### src/rtl/pwm_sar_adc_ctrl.sv
// Successive-approximation controller for a PWM DAC plus comparator ADC front end.
// Each trial code is held for SETTLE_PERIODS DAC periods before the comparator decides its bit.
module pwm_sar_adc_ctrl #(
  parameter int WIDTH          = 13,
  parameter int SETTLE_PERIODS = 4
) (
  input  logic             clk,
  input  logic             reset_n,
  input  logic             enable,
  input  logic             start,
  input  logic             continuous,
  input  logic             zero,
  input  logic             comparator,
  output logic [WIDTH-1:0] duty_cycle,
  output logic [WIDTH-1:0] result,
  output logic             valid,
  output logic             busy
);

  localparam int               IDX_W    = (WIDTH > 1) ? $clog2(WIDTH) : 1;
  localparam logic [IDX_W-1:0] MSB_IDX  = IDX_W'(WIDTH - 1);
  localparam logic [IDX_W-1:0] IDX_ONE  = IDX_W'(1);
  localparam logic [WIDTH-1:0] MSB_BIT  = WIDTH'(1) << (WIDTH - 1);
  localparam logic [7:0]       SETTLE_N = 8'(SETTLE_PERIODS);

  typedef enum logic [2:0] {
    S_IDLE,
    S_SET,
    S_SETTLE,
    S_SAMPLE,
    S_DONE
  } state_t;

  state_t           state_q, state_d;
  logic             cmp_meta_q, cmp_sync_q;
  logic             zero_prev_q, zero_prev_d;
  logic [7:0]       settle_q, settle_d;
  logic [IDX_W-1:0] idx_q, idx_d;
  logic [IDX_W-1:0] idx_dec;
  logic [WIDTH-1:0] trial_q, trial_d;
  logic [WIDTH-1:0] duty_q, duty_d;
  logic [WIDTH-1:0] result_q, result_d;
  logic             valid_q, valid_d;
  logic             busy_q, busy_d;
  logic             period_edge;

  // Rising edge of the period marker, seen only on enabled samples.
  assign period_edge = enable & zero & ~zero_prev_q;
  assign idx_dec     = idx_q - IDX_ONE;

  always_comb begin
    state_d     = state_q;
    zero_prev_d = zero_prev_q;
    settle_d    = settle_q;
    idx_d       = idx_q;
    trial_d     = trial_q;
    duty_d      = duty_q;
    result_d    = result_q;
    valid_d     = valid_q;
    busy_d      = busy_q;
    if (enable) begin
      zero_prev_d = zero;
      valid_d     = 1'b0;
      case (state_q)
        S_IDLE: begin
          if (start || continuous) begin
            idx_d    = MSB_IDX;
            trial_d  = MSB_BIT;
            settle_d = 8'd0;
            busy_d   = 1'b1;
            state_d  = S_SET;
          end
        end
        S_SET: begin
          duty_d  = trial_q;
          state_d = S_SETTLE;
        end
        S_SETTLE: begin
          if (period_edge) begin
            settle_d = settle_q + 8'd1;
            if (settle_q + 8'd1 == SETTLE_N) state_d = S_SAMPLE;
          end
        end
        S_SAMPLE: begin
          // A low comparator means the trial overshot the input: drop this bit.
          trial_d[idx_q] = cmp_sync_q;
          if (idx_q != '0) begin
            idx_d          = idx_dec;
            trial_d[idx_dec] = 1'b1;
            settle_d       = 8'd0;
            state_d        = S_SET;
          end else begin
            state_d = S_DONE;
          end
        end
        S_DONE: begin
          result_d = trial_q;
          valid_d  = 1'b1;
          busy_d   = 1'b0;
          state_d  = S_IDLE;
        end
        default: state_d = S_IDLE;
      endcase
    end
  end

  always_ff @(posedge clk or negedge reset_n) begin
    if (!reset_n) begin
      state_q     <= S_IDLE;
      cmp_meta_q  <= 1'b0;
      cmp_sync_q  <= 1'b0;
      zero_prev_q <= 1'b0;
      settle_q    <= 8'd0;
      idx_q       <= '0;
      trial_q     <= '0;
      duty_q      <= '0;
      result_q    <= '0;
      valid_q     <= 1'b0;
      busy_q      <= 1'b0;
    end else begin
      state_q     <= state_d;
      cmp_meta_q  <= comparator;
      cmp_sync_q  <= cmp_meta_q;
      zero_prev_q <= zero_prev_d;
      settle_q    <= settle_d;
      idx_q       <= idx_d;
      trial_q     <= trial_d;
      duty_q      <= duty_d;
      result_q    <= result_d;
      valid_q     <= valid_d;
      busy_q      <= busy_d;
    end
  end

  assign duty_cycle = duty_q;
  assign result     = result_q;
  assign valid      = valid_q;
  assign busy       = busy_q;

endmodule
### config.mk
export PLATFORM = sky130hd
export DESIGN_NAME = pwm_sar_adc_ctrl
export DESIGN_NICKNAME = d
export VERILOG_FILES = /design/src/rtl/pwm_sar_adc_ctrl.sv
export SDC_FILE = /design/constraint.sdc
export NUM_CORES = 1
export LEC_CHECK = 0
export ABC_AREA = 1
export CORE_UTILIZATION = 30
export CTS_BUF_LIST = sky130_fd_sc_hd__clkbuf_4 sky130_fd_sc_hd__clkbuf_8
export DETAILED_ROUTE_END_ITERATION = 7
export SYNTH_ARGS = -nofsm -noshare
export SYNTH_HDL_FRONTEND = slang
export SYNTH_SLANG_ARGS = --single-unit
export TNS_END_PERCENT = 20
### constraint.sdc
create_clock -name clk -period 1.7 [get_ports clk]
set_input_delay 0.17 -clock clk [delete_from_list [all_inputs] [get_ports clk]]
set_output_delay 0.17 -clock clk [all_outputs]
set_load 0.02 [all_outputs]
# ---- Yosys cells after proc, flatten, opt, wreduce, memory -nomap -nowiden
# Index checks and enable logic that the tools add are counted.
dict set report totals {
  register_bits 59
  in_bits 7
  wordCells 68
  output_inout_bits 28
}
dict set report op_classes {
  n_eq_ne 9
  muxes 23
  n_reduce_logical 15
  magnitude_cmp 4
  addsub 2
  bitwise 4
}
# cell count
set op_table {}
lappend op_table {{two-way mux 13 bit} 2}
lappend op_table {{case mux 13 bit (2 select lines)} 1}
lappend op_table {{two-way mux 8 bit} 3}
lappend op_table {{case mux 8 bit (3 select lines)} 1}
lappend op_table {{bitwise mux 13 bit} 1}
lappend op_table {{OR 13 bit} 1}
lappend op_table {{two-way mux 3 bit} 4}
lappend op_table {{case mux 3 bit (4 select lines)} 1}
lappend op_table {{< comparator 4 x 5 -> 1 bit, second input constant} 2}
lappend op_table {{adder 8 x 1 -> 8 bit, second input constant} 1}
lappend op_table {{demux 1 bit (select 4 bit)} 2}
lappend op_table {{equality test 8 x 3 -> 1 bit, second input constant} 1}
lappend op_table {{greater-or-equal comparator 4 x 1 -> 1 bit, second input constant} 2}
lappend op_table {{two-way mux 4 bit} 2}
lappend op_table {{!= test 2 bit, second input constant} 4}
lappend op_table {{case mux 4 bit (2 select lines)} 1}
lappend op_table {{AND reduction 4 bit} 2}
lappend op_table {{equality test 3 x 2 -> 1 bit, second input constant} 2}
lappend op_table {{AND reduction 3 bit} 2}
lappend op_table {{AND reduction 5 bit} 1}
lappend op_table {{two-way mux 1 bit} 4}
lappend op_table {{AND reduction 2 bit} 2}
lappend op_table {{nonzero test 2 bit} 2}
lappend op_table {{nonzero test 4 bit} 1}
lappend op_table {{10 further kinds} 12}

# ---- Depth between registers and ports, before layout
# Gate-level depths: netlist (run 1).
dict set report depth {
  ltp_word 8
  depth_mapped 10
  depth_no_buf 10
}

# ---- Worst setup path before layout (run 1)
# No wires, ideal clock.
dict set report synth_timing {
  path_type {register -> register}
  startpoint {register idx_q[0]}
  endpoint {register trial_q[10]}
  slack_ns 0.143
  stages_incl_launch_ff 11
  setup_ns 0.116
  arrival_time_ns 1.441
  period_less_slack_ns 1.557
  required_ns 1.584
  path_buffers 0
  path_cell_list {dfrtp_1 -> inv_1 -> ha_1 -> nand2_1 -> inv_1 -> nor2_1 -> inv_1 -> nand2_1 -> o21ai_0 -> nand2_1 -> nand2_1}
}
dict set report synth_via {
  elab_chain_cells 8
  word_cells_on_any_way 16
  classes_between {add/sub: 1; order compare: 4; mux: 7; bitwise: 1; reduce/logical: 3}
}
# element line
set synth_rtl {}
lappend synth_rtl {{start: declaration} 38} ;# logic [IDX_W-1:0] idx_q, idx_d;
lappend synth_rtl {{start signal: assignment} 126} ;# idx_q <= idx_d;
lappend synth_rtl {{subtractor 4 x 1 -> 4 bit, or another cell as far along} 49} ;# assign idx_dec = idx_q - IDX_ONE;
lappend synth_rtl {{< comparator 4 x 5 -> 1 bit (not written as such), or another cell as far along} 89} ;# trial_d[idx_dec] = 1'b1;
lappend synth_rtl {{logical AND 1 bit (not written as such) / two-way mux 1 bit (equally long branches)} {89, 86}}
lappend synth_rtl {{two-way mux 1 bit (not written as such) / demux 1 bit (select 4 bit) (equally long branches)} {89, 86}}
lappend synth_rtl {{demux 1 bit (select 4 bit) / bitwise mux 13 bit (equally long branches)} {89, 86}}
lappend synth_rtl {{OR 13 bit (no source line)} -}
lappend synth_rtl {{two-way mux 13 bit *} 87} ;# if (idx_q != '0) begin
lappend synth_rtl {{case mux 13 bit (2 select lines) *} 64} ;# case (state_q)
lappend synth_rtl {{end signal: assignment} 127} ;# trial_q <= trial_d;
lappend synth_rtl {{end: declaration} 40} ;# logic [WIDTH-1:0] trial_q, trial_d;
# Every way passes the cells marked *; elsewhere a longest branch is shown, timed or not.
# A chain may end at the register's enable or synchronous reset.

# ---- Final worst setup path (run 1)
dict set report layout_timing {
  startpoint {register state_q[2]}
  endpoint {register idx_q[3]}
}
dict set report layout_via {
  elab_chain_cells 3
  word_cells_on_any_way 7
  classes_between {eq/ne: 3; mux: 1; reduce/logical: 3}
}
# element line
set layout_rtl {}
lappend layout_rtl {{start: declaration} 34} ;# state_t state_q, state_d;
lappend layout_rtl {{start signal: assignment} 121} ;# state_q <= state_d;
lappend layout_rtl {{equality test 3 x 2 -> 1 bit / logical NOT 3 bit (equally long branches)} 64}
lappend layout_rtl {{!= test 2 bit (no source line) / nonzero test 2 bit (equally long branches)} -}
lappend layout_rtl {{AND reduction 4 bit (no source line)} -}
# Parallel ways exist; a longest one is shown, timed or not.

==> results.tsv, run 1 <==
stage	metric	value	unit
setup_path	worst reg2reg path startpoint	state_q[2]	
setup_path	worst path arrival time	1.76	ns
setup_path	Setup crit start kind	register	
timing	clk_skew	0.01164	ns
setup_path	R2R Setup Slk	0.16	ns
die	overall die width	101.7	microns
pwr	Clk pwr share	0.215	
route	wire per inst	11.31	microns
die	core area	9684	sq um
run_status	status	finished, final reports clean	
logic_synthesis	Post-synth EDFFs	0	
cts	root cell of the clock tree	clkbuf_8	
global_routing	largest net degree at the start of global routing	60	
logic_synthesis	synthesis-stage register bit count	59	
setup_path	r2r worst-path depth	9	
logic_synthesis	Mapped Nets	383	
min_path	Hold EP	cmp_meta_q	
pwr	sw frac	0.4128	
pwr	Flop pwr share	0.338	
pwr	total power	5.901	mW
setup_path	critical path endpoint category	register	
global_routing	total global routing track utilization	0.1395	
global_routing	initial antenna violation count	0	
layout	Diodes inserted	0	
min_path	hold-critical path depth	1	
die	Die Y	101.7	microns
die	Die ar.	10350	sq um
route	Vias	2513	
logic_synthesis	Avg Synthesized Cell Area	8.084	sq um
logic_synthesis	Ys Warns	0	
setup_path	Crit path largest cell delay	0.54	ns
setup_path	Critical Path RT	1.92	ns
timing	final setup vio count	0	
timing	setup tns final	0	ns
cts	TritonCTS clock tree	built	
die	row count	36	
setup_path	CP Class	reg -> reg	
route	router iterations before antenna repair	4	
timing	post-route minimum period	1.540	ns
timing	fmax	649.4	MHz
place	GP Congestion	0.8827	
global_routing	vias in the first global route	2451	
timing	Slew headroom	0.7741	
cts	H-tree depth	3	
die	# IOs	35	
flow_run	Max Cap Viol	0	
place	HPWL after DPL	4618	microns
setup_path	R2R Path End	idx_q[3]	
pwr	pwr dens	1561	nW/um^2
pwr	Max rail drop VDD	0.4382	mV
timing	RSZ-0062 raised after global routing	true	
cts	Worst-path clk slew	0.07	ns
logic_synthesis	Seq/Total Area, Yosys	0.4950	
layout	synth-to-layout area growth	26.72	%
cts	Num CTS Buffers	9	
logic_synthesis	cell count after synthesis	369	
logic_synthesis	Netlist cell types	28	
timing	Min Hold Slack	0.2670	ns
timing	Tightest Pin Transition	0.3389	ns
route	DRC Markers	0	
route	starting DRC count in detailed routing	92	
setup_path	Crit-path slowest cell	dfrtp_1	
layout	nets	432	
global_routing	global-route wire length before repair	11230	microns
setup_path	Levels on crit path	9	
timing	crit share post-route	0.9058	
layout	share of cells above drive strength 1	0.1466	
logic_synthesis	Synth Cell Area	2983	sq um
logic_synthesis	FFs w/ async S/R, synth	1.000	
setup_path	worst-path cell chain	inv_1, nand3_1, nand2_1, inv_2, nand2_4, inv_6, nand2_4, nand2_1, o21ai_2	
pwr	Comb power frac	0.447	
timing	final slew viol count	0	
cts	CTS sink count	59	
route	DRT antenna net count	0	
route	Vias per Instance	4.520	
route	final WL	6288	microns
logic_synthesis	top_reg_cell synth	dfrtp_1	
pwr	Psw	2.436	mW
setup_path	CP top delay family	flip-flops	
global_routing	GRT overflow	0	
timing	Hold Fails Final Rpt	0	
cts	Bufs on Longest Clock Path	2	
pwr	P_int	3.466	mW
pwr	Leakage	1.748	nW
setup_path	buffer and inverter count on the worst path	3	
place	Port Buffers	34	
min_path	hold crit path type	in -> reg	
die	initial core utilization	0.3080	
setup_path	Crit Path Max Fanout	10	
cts	latest clock arrival within the worst-skew pair	0.34	ns
min_path	hold_sp	comparator	
## worst max-delay path by stage
stage	startpoint	slack (ns)	end
detailed placement	enable	0.13	state_q[0]
floorplan	idx_q[0]	0.14	trial_q[10]
finish	state_q[2]	0.16	idx_q[3]
global route	state_q[2]	-0.01	idx_q[2]
global placement	enable	0.14	state_q[1]
CTS	idx_q[0]	0.12	trial_q[9]
## area by class of cell
type / count / area (sq um)
Timing Repair Buffer: 47 / 460.4
Tap cell: 133 / 166.4
Clock buffer: 11 / 145.1
Multi-Input combinational cell: 260 / 1320
Clock inverter: 5 / 52.55
Inverter: 41 / 158.9
Sequential cell: 59 / 1476
Fill cell: 994 / 5904
## cells by family after synthesis
logic type      after synthesis  synth area share
compound gates               70            0.1326
xor+xnor                      4           0.01175
fa+ha+maj                     7           0.02936
buf+inv                      50           0.06837
flops                        59            0.4950
simple gates                179            0.2630
## per-layer routing
| layer | global-route usage | share of wire | vias up | routed length, microns |
|---|---|---|---|---|
| met5 | 0 | 0 | - | 0 |
| li1 | - | - | 1287 | - |
| met1 | 0.1727 | 0.48 | 1169 | 3024 |
| met2 | 0.2256 | 0.46 | 45 | 2920 |
| met3 | 0.03313 | 0.035 | 12 | 221 |
| met4 | 0.07358 | 0.019 | 0 | 121 |
## cells in the final DEF, fill, tap and decap left out, types with 5 or more instances in the layout
cell,instances
nand2_1,122
o21ai_2,9
o21ai_1,9
inv_2,5
o21ai_0,46
buf_4,10
dfrtp_1,59
nor2_1,14
clkbuf_8,10
ha_1,6
nand4_1,7
clkdlybuf4s50_1,33
nand3_1,20
nor2_2,5
inv_1,35
## cells in the mapped netlist (2+ instances only)
library cell	number	area, sq um
nand2_1	122	457.9
nand2_4	3	33.78
inv_1	35	131.4
clkbuf_1	5	18.77
inv_2	5	18.77
a21oi_1	2	10.01
ha_1	7	87.58
nor2_2	5	31.28
nor2_4	2	22.52
dfrtp_1	59	1476
o21ai_0	46	230.2
xor2_1	3	26.28
o21ai_1	9	45.04
nor2_1	15	56.30
nand3_2	2	20.02
o21ai_2	9	78.83
nand4_1	7	43.79
buf_2	3	15.01
nand3_1	20	100.1
nand2_2	2	12.51
## registers in the layout (all words and copies together), names as in the netlist
name / flops
cmp_sync_q: 1
idx_q: 4
cmp_meta_q: 1
busy: 1
result: 13
duty_cycle: 13
settle_q: 8
state_q: 3
trial_q: 13
valid: 1
zero_prev_q: 1
## through the flow
step,instance area [sq um],util,cells,setup WS (ns)
finish,3780,0.3903,556,0.1602
CTS,3762,0.3885,556,0.1187
global route,3780,0.3903,556,-0.01429
global placement,3555,0.3671,539,0.1407
floorplan,2983,-,369,0.1426
detailed placement,3555,0.3671,539,0.1340
## worst register-to-register path, delay by kind of cell (launching register included)
family	cells	cell delay (ns)
buf+inv	3	0.33
compound gates	1	0.05
flops	1	0.54
simple gates	5	0.49
## power by group through the flow
stage | Combinational, mW | Sequential, mW | Clock (mW)
5_1_grt | 2.99 | 2.04 | 1.37
3_5_place_dp | 2.61 | 2.01 | 0
4_1_cts | 2.62 | 1.99 | 1.31
2_1_floorplan | 1.58 | 2.13 | 0
6_report | 2.64 | 1.99 | 1.27
3_3_place_gp | 2.59 | 2.01 | 0
## repair_timing
action	in CTS	in global routing
resized for setup	0	4
hold buffers	1	0
endpoints found under the setup margin	0	17
endpoints found under the hold margin	59	0
setup buffers	0	0
(Power assumes the default switching activity.)
==> inputs of run 2 (changes only) <==
--- a/config.mk
+++ b/config.mk
@@ -5,10 +5,10 @@
 export SDC_FILE = /design/constraint.sdc
 export NUM_CORES = 1
 export LEC_CHECK = 0
-export ABC_AREA = 1
-export CORE_UTILIZATION = 30
+export CORE_UTILIZATION = 58
 export CTS_BUF_LIST = sky130_fd_sc_hd__clkbuf_4 sky130_fd_sc_hd__clkbuf_8
 export DETAILED_ROUTE_END_ITERATION = 7
+export PLACE_DENSITY = 0.82
 export SYNTH_ARGS = -nofsm -noshare
 export SYNTH_HDL_FRONTEND = slang
 export SYNTH_SLANG_ARGS = --single-unit
==> run 2 against run 1 <==
The flow now finishes with violations (negative setup slack). Setup slack worse by 0.30 ns. Clock power about the same. Sequential cell count is the same. Core utilization increased by 42 points. Sequential power decreased by 7%. Final area rose by 3.9%. Fmax shrank 17%. Largest power group unchanged.
==> results.tsv, run 2 <==
stage	metric	value	unit	change
cts	Worst-path clk slew	0.07	ns	about the same
timing	fmax	542.2	MHz	was 649.4 MHz
setup_path	r2r worst-path depth	8		was 9
setup_path	worst path arrival time	2.13	ns	was 1.76 ns
flow_run	Max Cap Viol	0		unchanged
logic_synthesis	Mapped Nets	296		was 383
layout	synth-to-layout area growth	31.46	%	was 26.72%
logic_synthesis	Avg Synthesized Cell Area	10.59	sq um	was 8.084 sq um
timing	post-route minimum period	1.844	ns	was 1.540 ns
timing	Slew headroom	0.7464		was 0.7741
die	core area	4848	sq um	was 9684 sq um
route	final WL	7271	microns	was 6288 microns
route	starting DRC count in detailed routing	267		was 92
cts	CTS sink count	59		unchanged
layout	Finished Core Util	0.8098		was 0.3903
cts	latest clock arrival within the worst-skew pair	0.35	ns	was 0.34 ns
pwr	total power	5.486	mW	was 5.901 mW
die	initial core utilization	0.6160		was 0.3080
logic_synthesis	cell count after synthesis	282		was 369
logic_synthesis	synthesis-stage register bit count	59		unchanged
setup_path	worst reg2reg path startpoint	idx_q[0]		was state_q[2]
pwr	Leakage	1.813	nW	was 1.748 nW
layout	share of cells above drive strength 1	0.3109		was 0.1466
pwr	Flop pwr share	0.339		was 0.338
logic_synthesis	Synth Cell Area	2987	sq um	was 2983 sq um
logic_synthesis	top_reg_cell synth	dfrtp_1		unchanged
route	DRC Markers	0		unchanged
min_path	hold crit path type	in -> reg		unchanged
setup_path	R2R Path End	settle_q[3]		was idx_q[3]
setup_path	Critical Path RT	1.99	ns	was 1.92 ns
logic_synthesis	cell taking the most area after synthesis	dfrtp_1		unchanged
pwr	pwr dens	1397	nW/um^2	was 1561 nW/um^2
setup_path	R2R Setup Slk	-0.14	ns	was 0.16 ns
global_routing	global-route wire length before repair	11690	microns	was 11230 microns
pwr	P_int	3.359	mW	was 3.466 mW
cts	root cell of the clock tree	clkbuf_8		unchanged
place	Port Buffers	34		unchanged
timing	crit share post-route	1.085		was 0.9058
logic_synthesis	Ys Warns	0		unchanged
route	Vias per Instance	5.894		was 4.520
layout	most common cell after layout, fill and taps aside	dfrtp_1		was nand2_1
pwr	Comb power frac	0.432		was 0.447
logic_synthesis	top post-synthesis cells by area	dfrtp_1 49%, mux2_2 10%, nand2_1 3.4%		was dfrtp_1 49%, nand2_1 15%, o21ai_0 7.7%
die	row count	25		was 36
setup_path	Setup crit start kind	register		unchanged
layout	most frequent cells in the layout	59 x dfrtp_1, 34 x buf_4, 33 x clkdlybuf4s50_1, 27 x nand2_1, 27 x mux2_2		was 122 x nand2_1, 59 x dfrtp_1, 46 x o21ai_0, 35 x inv_1, 33 x clkdlybuf4s50_1
layout	Diodes inserted	0		unchanged
route	DRT antenna net count	0		unchanged
die	Die ar.	5441	sq um	was 10350 sq um
logic_synthesis	top-count cell post-synth	dfrtp_1		was nand2_1
timing	final setup vio count	10		was 0
route	Vias	2499		was 2513
global_routing	vias in the first global route	2426		was 2451
global_routing	initial antenna violation count	0		unchanged
cts	TritonCTS clock tree	built		unchanged
place	HPWL after DPL	4806	microns	was 4618 microns
route	router iterations before antenna repair	4		unchanged
timing	final slew viol count	0		unchanged
layout	fin area	3926	sq um	was 3780 sq um
run_status	failing checks	negative setup slack		
timing	Tightest Pin Transition	0.3804	ns	was 0.3389 ns
logic_synthesis	Seq/Total Area, Yosys	0.4943		was 0.4950
die	Die Y	73.76	microns	was 101.7 microns
timing	clk_skew	0.01017	ns	was 0.01164 ns
die	overall die width	73.76	microns	was 101.7 microns
route	wire per inst	17.15	microns	was 11.31 microns
run_status	status	finished with violations		was finished, final reports clean
die	# IOs	35		unchanged
timing	Min Hold Slack	0.2580	ns	was 0.2670 ns
setup_path	Critical path destination	settle_q[3]		was idx_q[3]
cts	H-tree depth	3		unchanged
global_routing	total global routing track utilization	0.2935		was 0.1395
pwr	Max rail drop VDD	0.7417	mV	was 0.4382 mV
layout	nets	366		was 432
place	GP Congestion	0.9215		was 0.8827
timing	setup tns final	-0.8268	ns	was 0 ns
place	instance area at placement	3652	sq um	was 3555 sq um
logic_synthesis	FFs w/ async S/R, synth	1.000		unchanged
pwr	Clk pwr share	0.229		was 0.215
setup_path	CP Class	reg -> reg		unchanged
logic_synthesis	commonest cells in the netlist	59 x dfrtp_1, 27 x mux2_2, 27 x nand2_1		was 122 x nand2_1, 59 x dfrtp_1, 46 x o21ai_0
cts	Bufs on Longest Clock Path	2		unchanged
logic_synthesis	Netlist cell types	54		was 28
pwr	sw frac	0.3877		was 0.4128
setup_path	Crit Path Max Fanout	6		was 10
global_routing	largest net degree at the start of global routing	60		unchanged
timing	worst setup margin	-0.1442	ns	was 0.1602 ns
setup_path	critical path endpoint category	register		unchanged
global_routing	GRT overflow	0		unchanged
cts	Num CTS Buffers	9		unchanged
logic_synthesis	share of the synthesized area in the top cell type	0.4943		was 0.4950
timing	Hold Fails Final Rpt	0		unchanged
pwr	Psw	2.127	mW	was 2.436 mW
setup_path	CP startpoint	idx_q[0]		was state_q[2]
logic_synthesis	Post-synth EDFFs	0		unchanged
timing	RSZ-0062 raised after global routing	true		unchanged
-- run 2: cell types whose count changed after synthesis, sizes merged, moves of 5 or more --
| cell | change |
|---|---|
| a21oi | +8 |
| a31oi | +5 |
| inv | -30 |
| mux2 | +27 |
| nand2 | -99 |
| nor2b | +6 |
| nor3 | +5 |
| o21ai | -48 |
| o221ai | +6 |
-- run 2: final cells by class --
class | count | area, sq um
Timing Repair Buffer | 73 | 671.9
Clock buffer | 9 | 123.9
Fill cell | 292 | 922.1
Tap cell | 67 | 83.83
Sequential cell | 59 | 1476
Multi-Input combinational cell | 198 | 1460
Inverter | 11 | 41.29
Clock inverter | 7 | 68.82
-- run 2: what timing repair did --
item	CTS	global route
resized for setup	7	10
hold endpoints to repair	59	0
pin swaps	5	3
hold buffers	1	0
endpoints found under the setup margin	17	34
setup buffers	1	0
-- run 2: cells by family after synthesis --
| group | Yosys count | share of synthesized area |
|---|---|---|
| AOI/OAI and AO/OA | 56 | 0.1311 |
| muxes | 29 | 0.1085 |
| DFF | 59 | 0.4943 |
| adders and majority gates | 7 | 0.02932 |
| xor gates and xnor gates | 4 | 0.01173 |
| and+or+nand+nor | 102 | 0.1822 |
| buffers and inverters | 25 | 0.04273 |
-- run 2: how the worst min path moves through the flow --
stage	startpoint	endpoint	slack, ns	cells after the start
floorplan	reset_n	busy	-0.13	0
global placement	reset_n	valid	0.19	2
detailed placement	reset_n	valid	0.20	2
CTS	comparator	cmp_meta_q	0.26	1
global route	comparator	cmp_meta_q	0.26	1
finish	comparator	cmp_meta_q	0.26	1
-- run 2: critical path, stage by stage (launching register included) --
cell and delay [ns]:
dfrtp_1 0.40, inv_2 0.08, ha_4 0.14, or3b_4 0.40, a211o_4 0.37, nand2_4 0.08, buf_6 0.11, o211ai_1 0.11
nand2_1 0.09
-- run 2: metal layers --
| metal | part of all wire | track usage | up-vias | wire length [microns] |
|---|---|---|---|---|
| met5 | 0 | 0 | - | 0 |
| met3 | 0.061 | 0.06584 | 24 | 442 |
| met4 | 0.024 | 0.1346 | 0 | 178 |
| met2 | 0.50 | 0.4618 | 100 | 3620 |
| met1 | 0.42 | 0.3874 | 1220 | 3029 |
| li1 | - | - | 1155 | - |
-- run 2: through the flow --
stage	setup slack [ns]	cells
after global placement	-0.1225	406
after floorplan	-0.08621	282
after CTS	-0.1262	424
after global routing	-0.1893	424
after detailed placement	-0.1839	406
final	-0.1442	424
-- run 2: power by group through the flow --
stage / clock network, mW / registers, mW / logic (mW)
global route: 1.32 / 1.89 / 2.57
CTS: 1.27 / 1.84 / 2.24
detailed placement: 0 / 1.86 / 2.17
floorplan: 0 / 1.93 / 1.23
finish: 1.26 / 1.86 / 2.37
global placement: 0 / 1.84 / 2.10
